## config.mk

```make
export PLATFORM = sky130hd
export DESIGN_NAME = stream_parity_unit
export DESIGN_NICKNAME = d
export VERILOG_FILES = /design/src/rtl/stream_parity_pkg.sv /design/src/rtl/stream_parity_unit_reduce.sv /design/src/rtl/stream_parity_unit.sv
export SDC_FILE = /design/constraint.sdc
export NUM_CORES = 1
export LEC_CHECK = 0
export BUFFER_PORTS_ARGS = -buffer_cell sky130_fd_sc_hd__buf_2
export CORE_AREA = 10 10 49 58
export DETAILED_ROUTE_END_ITERATION = 16
export DIE_AREA = 0 0 59 68
export PLACE_DENSITY_LB_ADDON = 0.15
export RECOVER_POWER = 50
export SYNTH_ARGS = -nofsm -noshare
export SYNTH_HDL_FRONTEND = slang
export SYNTH_SLANG_ARGS = --single-unit
```

## constraint.sdc

```tcl
create_clock -name clk -period 1.9 [get_ports clk]
set_clock_uncertainty 0.1 [all_clocks]
set_input_delay 0.095 -clock clk [delete_from_list [all_inputs] [get_ports clk]]
set_output_delay 0.095 -clock clk [all_outputs]
set_load 0.1 [all_outputs]
```

## src/rtl/stream_parity_pkg.sv

```systemverilog
`default_nettype none
// ============================================================================
// Module      : stream_parity_pkg
// Description : Shared types and helpers for the frame parity generator/checker.
// Revision    : 1.0 - initial release
// ============================================================================
package stream_parity_pkg;

    // Frame operating mode, captured on the first beat of each frame
    typedef enum logic {
        PAR_GEN = 1'b0,
        PAR_CHK = 1'b1
    } par_mode_t;

    localparam int c_state_w = 2;

    // Frame-level control states
    typedef enum logic [c_state_w-1:0] {
        ST_IDLE   = 2'd0,
        ST_ACCUM  = 2'd1,
        ST_RESULT = 2'd2
    } par_state_t;

    // Turns an even-parity fold into the configured sense (odd = inverted)
    function automatic logic apply_sense(input logic even_par, input logic odd_sel);
        return even_par ^ odd_sel;
    endfunction

endpackage
`default_nettype wire

```

## src/rtl/stream_parity_unit_reduce.sv

```systemverilog
`default_nettype none
// ============================================================================
// Module      : parity_reduce
// Description : Combinational XOR reduction of a W-bit word to one parity bit.
// Revision    : 1.0 - initial release
// ============================================================================
module parity_reduce #(
    parameter int W = 8
) (
    input  logic [W-1:0] i_data,
    output logic         o_parity
);

    // Even parity of the word; synthesis builds the balanced XOR tree
    always_comb begin
        o_parity = ^i_data;
    end

endmodule
`default_nettype wire

```

## src/rtl/stream_parity_unit.sv

```systemverilog
`default_nettype none
// ============================================================================
// Module      : stream_parity_unit
// Description : Frame-based parity generator/checker on a valid/ready stream
//               with a saturating error counter.
// Revision    : 1.0 - initial release
// ============================================================================
module stream_parity_unit
    import stream_parity_pkg::*;
#(
    parameter int DATA_W = 8,
    parameter int ODD    = 0,
    parameter int CNT_W  = 8
) (
    input  logic              clk,
    input  logic              rst,
    input  logic              mode,
    input  logic              in_valid,
    output logic              in_ready,
    input  logic [DATA_W-1:0] in_data,
    input  logic              in_last,
    input  logic              in_par,
    output logic              out_valid,
    input  logic              out_ready,
    output logic              out_parity,
    output logic              out_err,
    output logic [CNT_W-1:0]  err_count,
    output logic              busy
);

    localparam logic             c_odd_sel = (ODD != 0);
    localparam logic [CNT_W-1:0] c_cnt_max = '1;

    par_state_t       r_state;
    par_state_t       w_state_next;
    logic             r_acc;
    par_mode_t        r_mode_q;
    logic             r_out_parity;
    logic             r_out_err;
    logic [CNT_W-1:0] r_err_count;

    logic w_beat_par;
    logic w_accept;
    logic w_first;
    logic w_fold;
    logic w_frame_par;
    logic w_mode_eff;
    logic w_result_take;

    parity_reduce #(
        .W(DATA_W)
    ) u_reduce (
        .i_data  (in_data),
        .o_parity(w_beat_par)
    );

    // Handshake and fold terms; a beat taken while a result drains opens a new frame
    always_comb begin
        in_ready      = ~out_valid | out_ready;
        w_accept      = in_valid & in_ready;
        w_result_take = out_valid & out_ready;
        w_first       = (r_state != ST_ACCUM);
        w_fold        = w_first ? w_beat_par : (r_acc ^ w_beat_par);
        w_frame_par   = apply_sense(w_fold, c_odd_sel);
        w_mode_eff    = w_first ? (mode == PAR_CHK) : (r_mode_q == PAR_CHK);
    end

    // State register
    always_ff @(posedge clk) begin
        if (rst) begin
            r_state <= ST_IDLE;
        end else begin
            r_state <= w_state_next;
        end
    end

    // Next-state logic
    always_comb begin
        w_state_next = r_state;
        case (r_state)
            ST_IDLE, ST_RESULT: begin
                if (w_accept) begin
                    w_state_next = in_last ? ST_RESULT : ST_ACCUM;
                end else if ((r_state == ST_RESULT) && out_ready) begin
                    w_state_next = ST_IDLE;
                end
            end
            ST_ACCUM: begin
                if (w_accept && in_last) begin
                    w_state_next = ST_RESULT;
                end
            end
            default: w_state_next = ST_IDLE;
        endcase
    end

    // State-decoded outputs and registered result fields
    always_comb begin
        out_valid  = (r_state == ST_RESULT);
        busy       = (r_state == ST_ACCUM);
        out_parity = r_out_parity;
        out_err    = r_out_err;
        err_count  = r_err_count;
    end

    // Accumulator, captured mode and frame result
    always_ff @(posedge clk) begin
        if (rst) begin
            r_acc        <= 1'b0;
            r_mode_q     <= PAR_GEN;
            r_out_parity <= 1'b0;
            r_out_err    <= 1'b0;
        end else if (w_accept) begin
            if (in_last) begin
                r_acc        <= 1'b0;
                r_out_parity <= w_frame_par;
                r_out_err    <= w_mode_eff & (w_frame_par != in_par);
            end else begin
                r_acc <= w_fold;
                if (w_first) begin
                    r_mode_q <= par_mode_t'(mode);
                end
            end
        end
    end

    // Saturating count of delivered results that carried an error
    always_ff @(posedge clk) begin
        if (rst) begin
            r_err_count <= '0;
        end else if (w_result_take && r_out_err && (r_err_count != c_cnt_max)) begin
            r_err_count <= r_err_count + 1'b1;
        end
    end

endmodule
`default_nettype wire

```

### After elaboration in Yosys (flattened, before gate mapping)

Cells that the tools add are included.

* $add $sub $neg: 1
* eq/ne operators: 7
* mux-type cells: 8
* bitwise gates (word level): 7
* reductions and logical operators: 10

Operators by type and width (number)
* 8-bit by 1-bit adder with 8-bit output, second input constant: 1
* 2-bit 2-to-1 mux: 4
* 8-bit inequality test, second input constant: 1
* 8-bit parity: 1
* 2-bit AND reduction: 3
* 1-bit logical AND: 4
* 2-bit by 1-bit inequality test with 1-bit output, second input constant: 2
* 2-bit case mux with 2 select lines: 1
* 1-bit bitwise AND: 3
* 1-bit 2-to-1 mux: 3
* 3-bit inequality test, second input constant: 1
* 2-bit by 1-bit equality test with 1-bit output, second input constant: 1
* 2-bit equality test, second input constant: 1
* 2-bit zero test: 1
* 1-bit NOT: 2
* 2-bit OR reduction: 1
* 1-bit inequality test: 1
* 1-bit bitwise OR: 1
* 1-bit XOR: 1

* register bits after elaboration: 14
* input bits: 15
* output and inout bits: 13

### Logic depth before layout (Yosys ltp)

Gate-level depths: netlist (run 1).

* depth in word-level cells: 7
* depth in mapped cells: 5

### Modules after synthesis

From an unflattened synthesis (run 1), not the netlist that was laid out.

* cell total of the unflattened synthesis: 84
* area total of the unflattened synthesis: 769.5 µm²

By module, submodules not included
* stream_parity_unit: instances 1, cells an instance 77, area each 708.2 µm², seq. area each 280.3 µm²
* parity_reduce: instances 1, cells an instance 7, area each 61.3 µm², seq. area each 0.0 µm²

### Worst setup path before layout (run 1)

No wires, ideal clock.

* path kind: reg-to-reg
* start: register r_err_count[3] (netlist: err_count[3])
* end: register r_err_count[7] (netlist: err_count[7])
* setup time: 0.071 ns
* arrival: 2.129 ns
* path slack: -0.400 ns
* cell stages (with the launch flop): 4
* path through: dfxtp_1 nand4_1 or4_1 a21oi_1

* word-level cells in the longest chain between the ends: 2
* elaborated cells between the ends (all ways): 3

Ends and longest elaborated chain
* start, declared: RTL line stream_parity_unit.sv:40 `logic [CNT_W-1:0] r_err_count;`
* start signal, assigned: RTL line stream_parity_unit.sv:132 `r_err_count <= r_err_count + 1'b1;`
* branches (longest 2 deep; another with 8-bit by 1-bit adder with 8-bit output)

Parallel ways; which one is timed is not known.
A chain may end at the register's enable or synchronous reset.

### Final worst setup path (run 1)

* start: register r_state[1]
* end: output in_ready

* word-level cells in the longest chain between the ends: 3

Ends and longest elaborated chain
* start, declared: RTL line stream_parity_unit.sv:34 `par_state_t r_state;`
* start signal, assigned: RTL line stream_parity_unit.sv:73 `r_state <= w_state_next;`
* 2-bit equality test: RTL line stream_parity_unit.sv:99 `out_valid = (r_state == ST_RESULT);`
* 1-bit NOT: RTL line stream_parity_unit.sv:59 `in_ready = ~out_valid | out_ready;`
* 1-bit bitwise OR: RTL line stream_parity_unit.sv:59
* end, declared: RTL line stream_parity_unit.sv:19 `output logic in_ready,`

No other way between the ends.

==> results of run 1 <==
-- worst min-delay path, cell delays in order --
cell and delay (ns):
buf_2 0.09, or2b_1 0.09, a221oi_1 0.06
-- how the worst min path moves through the flow --
stage,end,slack (ns)
finish,r_state[1],0.01
global placement,r_mode_q,0.25
floorplan,out_err,0.09
CTS,r_state[1],0.01
detailed placement,r_state[0],0.25
global route,r_state[1],0.02
-- cells in the final DEF (no fill, tap or decap), types with 2 or more instances in the layout --
cell	netlist	routed
or2b_1	2	2
buf_2	0	16
nand3b_1	4	4
clkbuf_2	0	11
o21a_1	2	2
nand3_1	3	3
dlygate4sd3_1	0	3
xor2_1	4	4
a21oi_1	3	3
inv_1	2	2
o31ai_1	3	3
dfxtp_1	14	5
or4_1	2	2
xnor2_1	5	5
clkbuf_4	0	3
dfxtp_2	0	9
nor2_1	5	5
nand2_1	3	3
mux2i_1	3	3
-- cell families after synthesis --
family                     after synthesis  synth area share
AOI/OAI and AO/OA                       17             0.183
xor gates and xnor gates                11             0.161
adders and majority gates                1            0.0160
buffers and inverters                    4            0.0193
DFF                                     14             0.360
muxes                                    3            0.0385
and+or+nand+nor                         28             0.223
-- routing by layer --
| layer | GRT usage | vias to the layer above | share of wire |
|---|---|---|---|
| met1 | 0.0929 | 320 | 0.41 |
| li1 | - | 353 | - |
| met5 | 0 | - | 0 |
| met3 | 0.0352 | 2 | 0.064 |
| met4 | 0.0603 | 0 | 0.0080 |
| met2 | 0.139 | 13 | 0.52 |
-- power groups by stage --
stage | logic [mW] | registers, mW | clock network (mW)
after floorplan | 0.110 | 0.347 | 0
after global placement | 0.175 | 0.319 | 0
after detailed placement | 0.177 | 0.319 | 0
after CTS | 0.182 | 0.312 | 0.225
after global routing | 0.191 | 0.313 | 0.238
final | 0.179 | 0.312 | 0.214
-- per-stage QoR --
stage,area (µm²),instances
floorplan,792,78
global placement,942,122
detailed placement,942,122
CTS,1010,129
global route,1010,129
finish,1010,129
-- layout make-up --
cell class	instances	area, µm²	share of cell area
multi-input combinational	60	484	0.480
timing repair buffer	30	165	0.164
tap	19	23.8	0.0236
sequential	14	292	0.289
clock buffer	4	36.3	0.0360
inverter	2	7.51	0.00744
-- state kept, by name (all words and copies together) (netlist names) --
| register | count |
|---|---|
| out_parity | 1 |
| r_state | 2 |
| r_acc | 1 |
| out_err | 1 |
| err_count | 8 |
| r_mode_q | 1 |
==> reports/qor.yml, run 1 <==
hp-start: "out_ready"
vdd.ir_drop.worst_v: 0.000412
crit_path_end_kind: "primary output"
crit_start: "r_state[1]"
yosysMostFrequentCell: "dfxtp_1"
vias: 688
setup_ws_ns: 0.175
final_util: 0.564
r2r_cells: 5
syn_area_per_cell_um2: 9.99
p_seq_frac: 0.443
crit_path_end: "in_ready"
max_stage_delay_ns: 0.52
dieArea_um2: 4010
outcome: "finished, final reports clean"
antennaDiodeCount: 0
cts_resized: 0
cp.arrival_ns: 1.53
max_freq_mhz: 580
required_ns: 1.70
critPathLaunchType: "register"
h-tree-depth: 1
synth_area_leaders: "dfxtp_1, xnor2_1, xor2_1"
drv_cap: 0
synth-edff-count: 0
synth_warnings: 0
syn_inst: 78
crit_chain: "or3b_2, buf_2"
slew_viol_final: 0
finalSetupViolations: 0
grt_max_degree: 18
crit_type: "register to primary output"
grt_pass1_vias: 644
hold_depth: 3
hold_violations: 0
gr-total-overflow: 0
synth_top_area_frac: 0.360
tns_ns: 0
fin_crit_ns: 1.73
clock_sinks: 14
ys_seq_elements: 14
synth_common_cells: "dfxtp_1, nor2_1, xnor2_1"
fin_crit_sh: 0.908
io_buffers: 27
pwr_density_cell_nw_per_um2: 699
drt-wirelength-per-cell_um: 13.6
dr.pass1.iters: 4
switchingPower_mw: 0.213
path_buf_inv: 1
path_depth: 2
dp_slack_ns: 0.263
core-area_um2: 1790
postCtsHoldBufs: 3
fillers: 183
num_rows: 17
cp_max_fo: 7
ctsLongestPathBuffers: 2
viasPerCell: 5.33
tritoncts: "done"
post_cts.repair.setup_buffers: 0
dieWidth_um: 59
yosys.cell_types.count: 36
p_comb_frac: 0.254
gp_congestion: 0.861
yosysTopAreaCell: "dfxtp_1"
wirelength_mm: 1.75
reg2reg_to: "err_count[5]"
clk_latency_ns: 0.28
grt.total_usage: 0.0876
swShare: 0.301
holdWs_ns: 0.0131
antenna_found_initial: 0
r2r-start: "err_count[0]"
async_flop_share: 0
ys_seq_area_frac: 0.360
drt-initial-drc-count: 5
total_power_mw: 0.705
synthFlopType: "dfxtp_1"
timing.slew.headroom: 0.638
drc: 0
grt_pass1_wl_mm: 2.77
clk_pin_slew_ns: 0.09
ant_nets: 0
synth_area_um2: 779
cp_top_family: "simple AND/OR/NAND/NOR gates"
drive_gt1_frac: 0.418
syn_to_final_growth_pct: 29.4
num_io_pins: 28
hpwl_mm: 1.38
synthesis.nets: 94
r2r_slack_ns: 0.24
cts_made_buffers: 3
min_path_type: "primary input to register"
final_nets: 127
root_buffer: "clkbuf_4"
cp_slowest_cell: "or3b_2"
pwr-share-clk: 0.303
leakage_nw: 0.452
worst_pin_slew_ns: 0.546
die_h_um: 68
rsz0062_at_grt: "no"
start_util: 0.436
p_int_mw: 0.492
(Power assumes the default switching activity.)
==> run 2, diff against run 1 <==
--- a/config.mk
+++ b/config.mk
@@ -6,9 +6,9 @@
 export NUM_CORES = 1
 export LEC_CHECK = 0
 export BUFFER_PORTS_ARGS = -buffer_cell sky130_fd_sc_hd__buf_2
-export CORE_AREA = 10 10 49 58
+export CORE_AREA = 10 10 52 62
 export DETAILED_ROUTE_END_ITERATION = 16
-export DIE_AREA = 0 0 59 68
+export DIE_AREA = 0 0 62 72
 export PLACE_DENSITY_LB_ADDON = 0.15
 export RECOVER_POWER = 50
 export SYNTH_ARGS = -nofsm -noshare
==> run 2 against run 1 <==
Against the previous run:
- fmax rose by 1.4%
- die area up 11%
- combinational power is essentially flat
- sequential share of layout area shrank 0.088 points
- critical endpoint unchanged
- total power shrank 7.4%
- hold slack gained 0.0061 ns
- final cell count up 7.8%
==> reports/qor.yml, run 2 (synthesis gave the netlist of run 1 again) <==
pwr_density_cell_nw_per_um2: 648
cts_made_buffers: 3
max_freq_mhz: 588
grt_pass1_wl_mm: 2.99
critPathLaunchType: "register"
total_power_mw: 0.653
tns_ns: 0
vdd.ir_drop.worst_v: 0.000371
rsz0062_at_grt: "no"
final_nets: 127
grt_max_degree: 18
drv_cap: 0
cp.arrival_ns: 1.51
leakage_nw: 0.444
drt-wirelength-per-cell_um: 12.4
dr.pass1.iters: 4
gp_congestion: 0.845
io_buffers: 27
finalSetupViolations: 0
h-tree-depth: 1
viasPerCell: 4.86
clk_pin_slew_ns: 0.08
dieWidth_um: 62
crit_chain: "or3b_2, buf_2"
final_common_cell: "buf_2"
clock_sinks: 14
die_h_um: 72
required_ns: 1.70
antennaDiodeCount: 0
crit_type: "register to primary output"
fillers: 199
dieArea_um2: 4460
ant_nets: 0
cts_resized: 0
holdWs_ns: 0.0192
drc: 0
drive_gt1_frac: 0.404
worst_pin_slew_ns: 0.546
grt_pass1_vias: 685
ctsLongestPathBuffers: 2
fin_crit_sh: 0.896
gr-total-overflow: 0
hpwl_mm: 1.40
most-common-layout-cells: "buf_2, clkbuf_2, dfxtp_2"
root_buffer: "clkbuf_4"
cp_slowest_cell: "or3b_2"
vias: 676
min_path_type: "primary input to register"
core-area_um2: 2050
fin_crit_ns: 1.70
tritoncts: "done"
outcome: "finished, final reports clean"
hold_violations: 0
syn_to_final_growth_pct: 29.2
wirelength_mm: 1.73
start_util: 0.380
drt-initial-drc-count: 22
timing.slew.headroom: 0.637
post_cts.repair.setup_buffers: 0
num_io_pins: 28
largest_reg_flops: 8
max_stage_delay_ns: 0.51
slew_viol_final: 0
antenna_found_initial: 0
clk_latency_ns: 0.27
grt.total_usage: 0.0857
crit_path_end_kind: "primary output"
num_rows: 18
cp_max_fo: 7
-- run 2: final cells by class --
class | instances | area, µm² | area share
Multi-Input combinational cell | 60 | 484 | 0.481
Sequential cell | 14 | 290 | 0.288
Timing Repair Buffer | 30 | 165 | 0.164
Tap cell | 30 | 37.5 | 0.0373
Clock buffer | 3 | 22.5 | 0.0224
Inverter | 2 | 7.51 | 0.00745
-- run 2: timing repair --
| item | 4_1_cts | 5_1_grt |
|---|---|---|
| endpoints found under the hold margin | 4 | 0 |
| setup endpoints to repair | 0 | 0 |
| hold buffers | 3 | 0 |
-- run 2: worst paths after layout --
| path | startpoint | end | slack, ns | depth (start not counted) |
|---|---|---|---|---|
| worst max-delay path | r_state[1] | in_ready | 0.20 | 2 |
| worst min-delay path | out_ready | r_state[1] | 0.02 | 3 |
| worst max register to register | err_count[0] | err_count[5] | 0.22 | 5 |
| worst min register to register | err_count[7] | err_count[7] | 0.39 | 2 |
-- run 2: metrics by stage --
step	utilization	cells	cell area [µm²]	worst slack (ns)
floorplan	-	78	792	0.00328
global placement	0.466	133	956	0.306
detailed placement	0.466	133	956	0.250
CTS	0.492	139	1010	0.176
global route	0.491	139	1010	0.128
finish	0.491	139	1010	0.198
-- run 2: per-layer routing --
layer / global-route usage / vias up / wire length (µm)
met5: 0 / - / 0
li1: - / 357 / -
met3: 0.0331 / 2 / 109
met4: 0.0373 / 0 / 8
met1: 0.0931 / 301 / 713
met2: 0.142 / 16 / 897
-- run 2: critical path, delay by kind of cell, from the launching register on --
kind | cells | cell delay, ns
buffers and inverters | 1 | 0.32
DFF | 1 | 0.40
and+or+nand+nor | 1 | 0.51
-- run 2: power by group --
group	switching [mW]	internal [mW]
Sequential	0.00796	0.304
Combinational	0.106	0.0722
Clock	0.0894	0.0734
Total	0.203	0.449
==> run 3, diff against run 2 <==
--- a/config.mk
+++ b/config.mk
@@ -6,9 +6,9 @@
 export NUM_CORES = 1
 export LEC_CHECK = 0
 export BUFFER_PORTS_ARGS = -buffer_cell sky130_fd_sc_hd__buf_2
-export CORE_AREA = 10 10 52 62
+export CORE_AREA = 10 10 56 58
 export DETAILED_ROUTE_END_ITERATION = 16
-export DIE_AREA = 0 0 62 72
+export DIE_AREA = 0 0 66 68
 export PLACE_DENSITY_LB_ADDON = 0.15
 export RECOVER_POWER = 50
 export SYNTH_ARGS = -nofsm -noshare
==> run 3 against run 2 <==
Against the previous run:
- sequential power about the same
- critical path type unchanged
- fmax fell by 1.8%
- non-clock buffer count is the same
- worst setup slack lost 0.031 ns
- clock power grew 31%
- final cell count is 0.72% lower
- cell area rose by 1.2%
- sequential share of layout area shrank 0.23 points
- combinational power up 3%
- hold slack better by 0.00074 ns
- first-iteration DRC count is 32% lower
==> reports/qor.yml, run 3 (synthesis gave the netlist of run 1 again) <==
outcome: "finished, final reports clean"
hold-path-endpoint: "r_state[1]"
crit_path_end_kind: "primary output"
p_comb_frac: 0.258
clock_sinks: 14
p_int_mw: 0.493
timing.slew.headroom: 0.637
leakage_nw: 0.452
hpwl_mm: 1.43
hold_depth: 3
post_cts.repair.setup_buffers: 0
vias: 720
num_io_pins: 28
syn_to_final_growth_pct: 30.8
gp_congestion: 0.786
seqCellArea_um2: 292
r2r_cells: 5
max_freq_mhz: 577
postCtsHoldBufs: 3
dieWidth_um: 66
dr.pass1.iters: 4
critPathLaunchType: "register"
largest_reg_flops: 8
antenna_found_initial: 0
h-tree-depth: 1
root_buffer: "clkbuf_4"
switchingPower_mw: 0.216
slew_viol_final: 0
clk_pin_slew_ns: 0.08
swShare: 0.305
p_seq_frac: 0.440
antennaDiodeCount: 0
required_ns: 1.70
ant_nets: 0
cp.arrival_ns: 1.54
grt.total_usage: 0.0866
gr-total-overflow: 0
hold_violations: 0
crit_type: "register to primary output"
worst_pin_slew_ns: 0.547
tns_ns: 0
cp_max_fo: 7
wirelength_mm: 1.77
fin_crit_ns: 1.73
drive_gt1_frac: 0.418
drt-initial-drc-count: 15
hp-start: "out_ready"
rsz0062_at_grt: "no"
io_buffers: 27
pwr_density_cell_nw_per_um2: 695
finalSetupViolations: 0
cts_resized: 0
die_h_um: 68
dieArea_um2: 4490
final_nets: 127
num_rows: 17
fin_crit_sh: 0.912
r2r-start: "err_count[0]"
ctsLongestPathBuffers: 2
start_util: 0.370
tritoncts: "done"
most-common-layout-cells: "buf_2, clkbuf_2, dfxtp_2"
cts_made_buffers: 3
final_common_cell: "buf_2"
final_util: 0.484
viasPerCell: 5.22
core-area_um2: 2110
clk_latency_ns: 0.28
drc: 0
multi_input_area_um2: 484
vdd.ir_drop.worst_v: 0.000412
min_path_type: "primary input to register"
grt_pass1_vias: 721
drt-wirelength-per-cell_um: 12.8
total_power_mw: 0.709
drv_cap: 0
fillers: 201
reg2reg_to: "err_count[5]"
pwr-share-clk: 0.302
grt_max_degree: 18
r2r_slack_ns: 0.25
grt_pass1_wl_mm: 3.04
## run 3: power groups by stage
stage                     registers (mW)  logic, mW  clock network (mW)
after floorplan                    0.347      0.110                   0
after global placement             0.318      0.177                   0
after detailed placement           0.319      0.181                   0
after CTS                          0.312      0.186               0.222
after global routing               0.314      0.195               0.239
final                              0.312      0.183               0.214
## run 3: cell type report
| class | count | area share |
|---|---|---|
| Sequential cell | 14 | 0.286 |
| Multi-Input combinational cell | 60 | 0.475 |
| Timing Repair Buffer | 30 | 0.162 |
| Clock buffer | 4 | 0.0356 |
| Inverter | 2 | 0.00736 |
| Tap cell | 28 | 0.0344 |
## run 3: how the worst max path moves through the flow
stage	startpoint	to	slack, ns	depth (start not counted)
2_1_floorplan	r_state[1]	r_mode_q	0.003	5
3_3_place_gp	err_count[0]	err_count[7]	0.30	5
3_5_place_dp	in_data[1]	out_err	0.24	5
4_1_cts	r_state[1]	in_ready	0.16	2
5_1_grt	r_state[1]	in_ready	0.09	2
6_report	r_state[1]	in_ready	0.17	2
## run 3: routing by layer
metal / wire, µm / vias up / track usage
met1: 750 / 336 / 0.0890
met4: 12 / 0 / 0.0314
li1: - / 360 / -
met3: 150 / 2 / 0.0522
met2: 856 / 22 / 0.144
met5: 0 / - / 0
## run 3: worst max-delay path: stages (launching register included)
cell and delay, ns:
dfxtp_1 0.41, or3b_2 0.52, buf_2 0.32
## run 3: stage by stage
| step | hold slack, ns | area, µm² | worst slack, ns | cells |
|---|---|---|---|---|
| 3_3_place_gp | 0.248 | 953 | 0.300 | 131 |
| 4_1_cts | 0.0190 | 1020 | 0.163 | 138 |
| 5_1_grt | 0.0276 | 1020 | 0.0856 | 138 |
| 2_1_floorplan | 0.0867 | 792 | 0.00328 | 78 |
| 3_5_place_dp | 0.251 | 953 | 0.243 | 131 |
| 6_report | 0.0200 | 1020 | 0.168 | 138 |
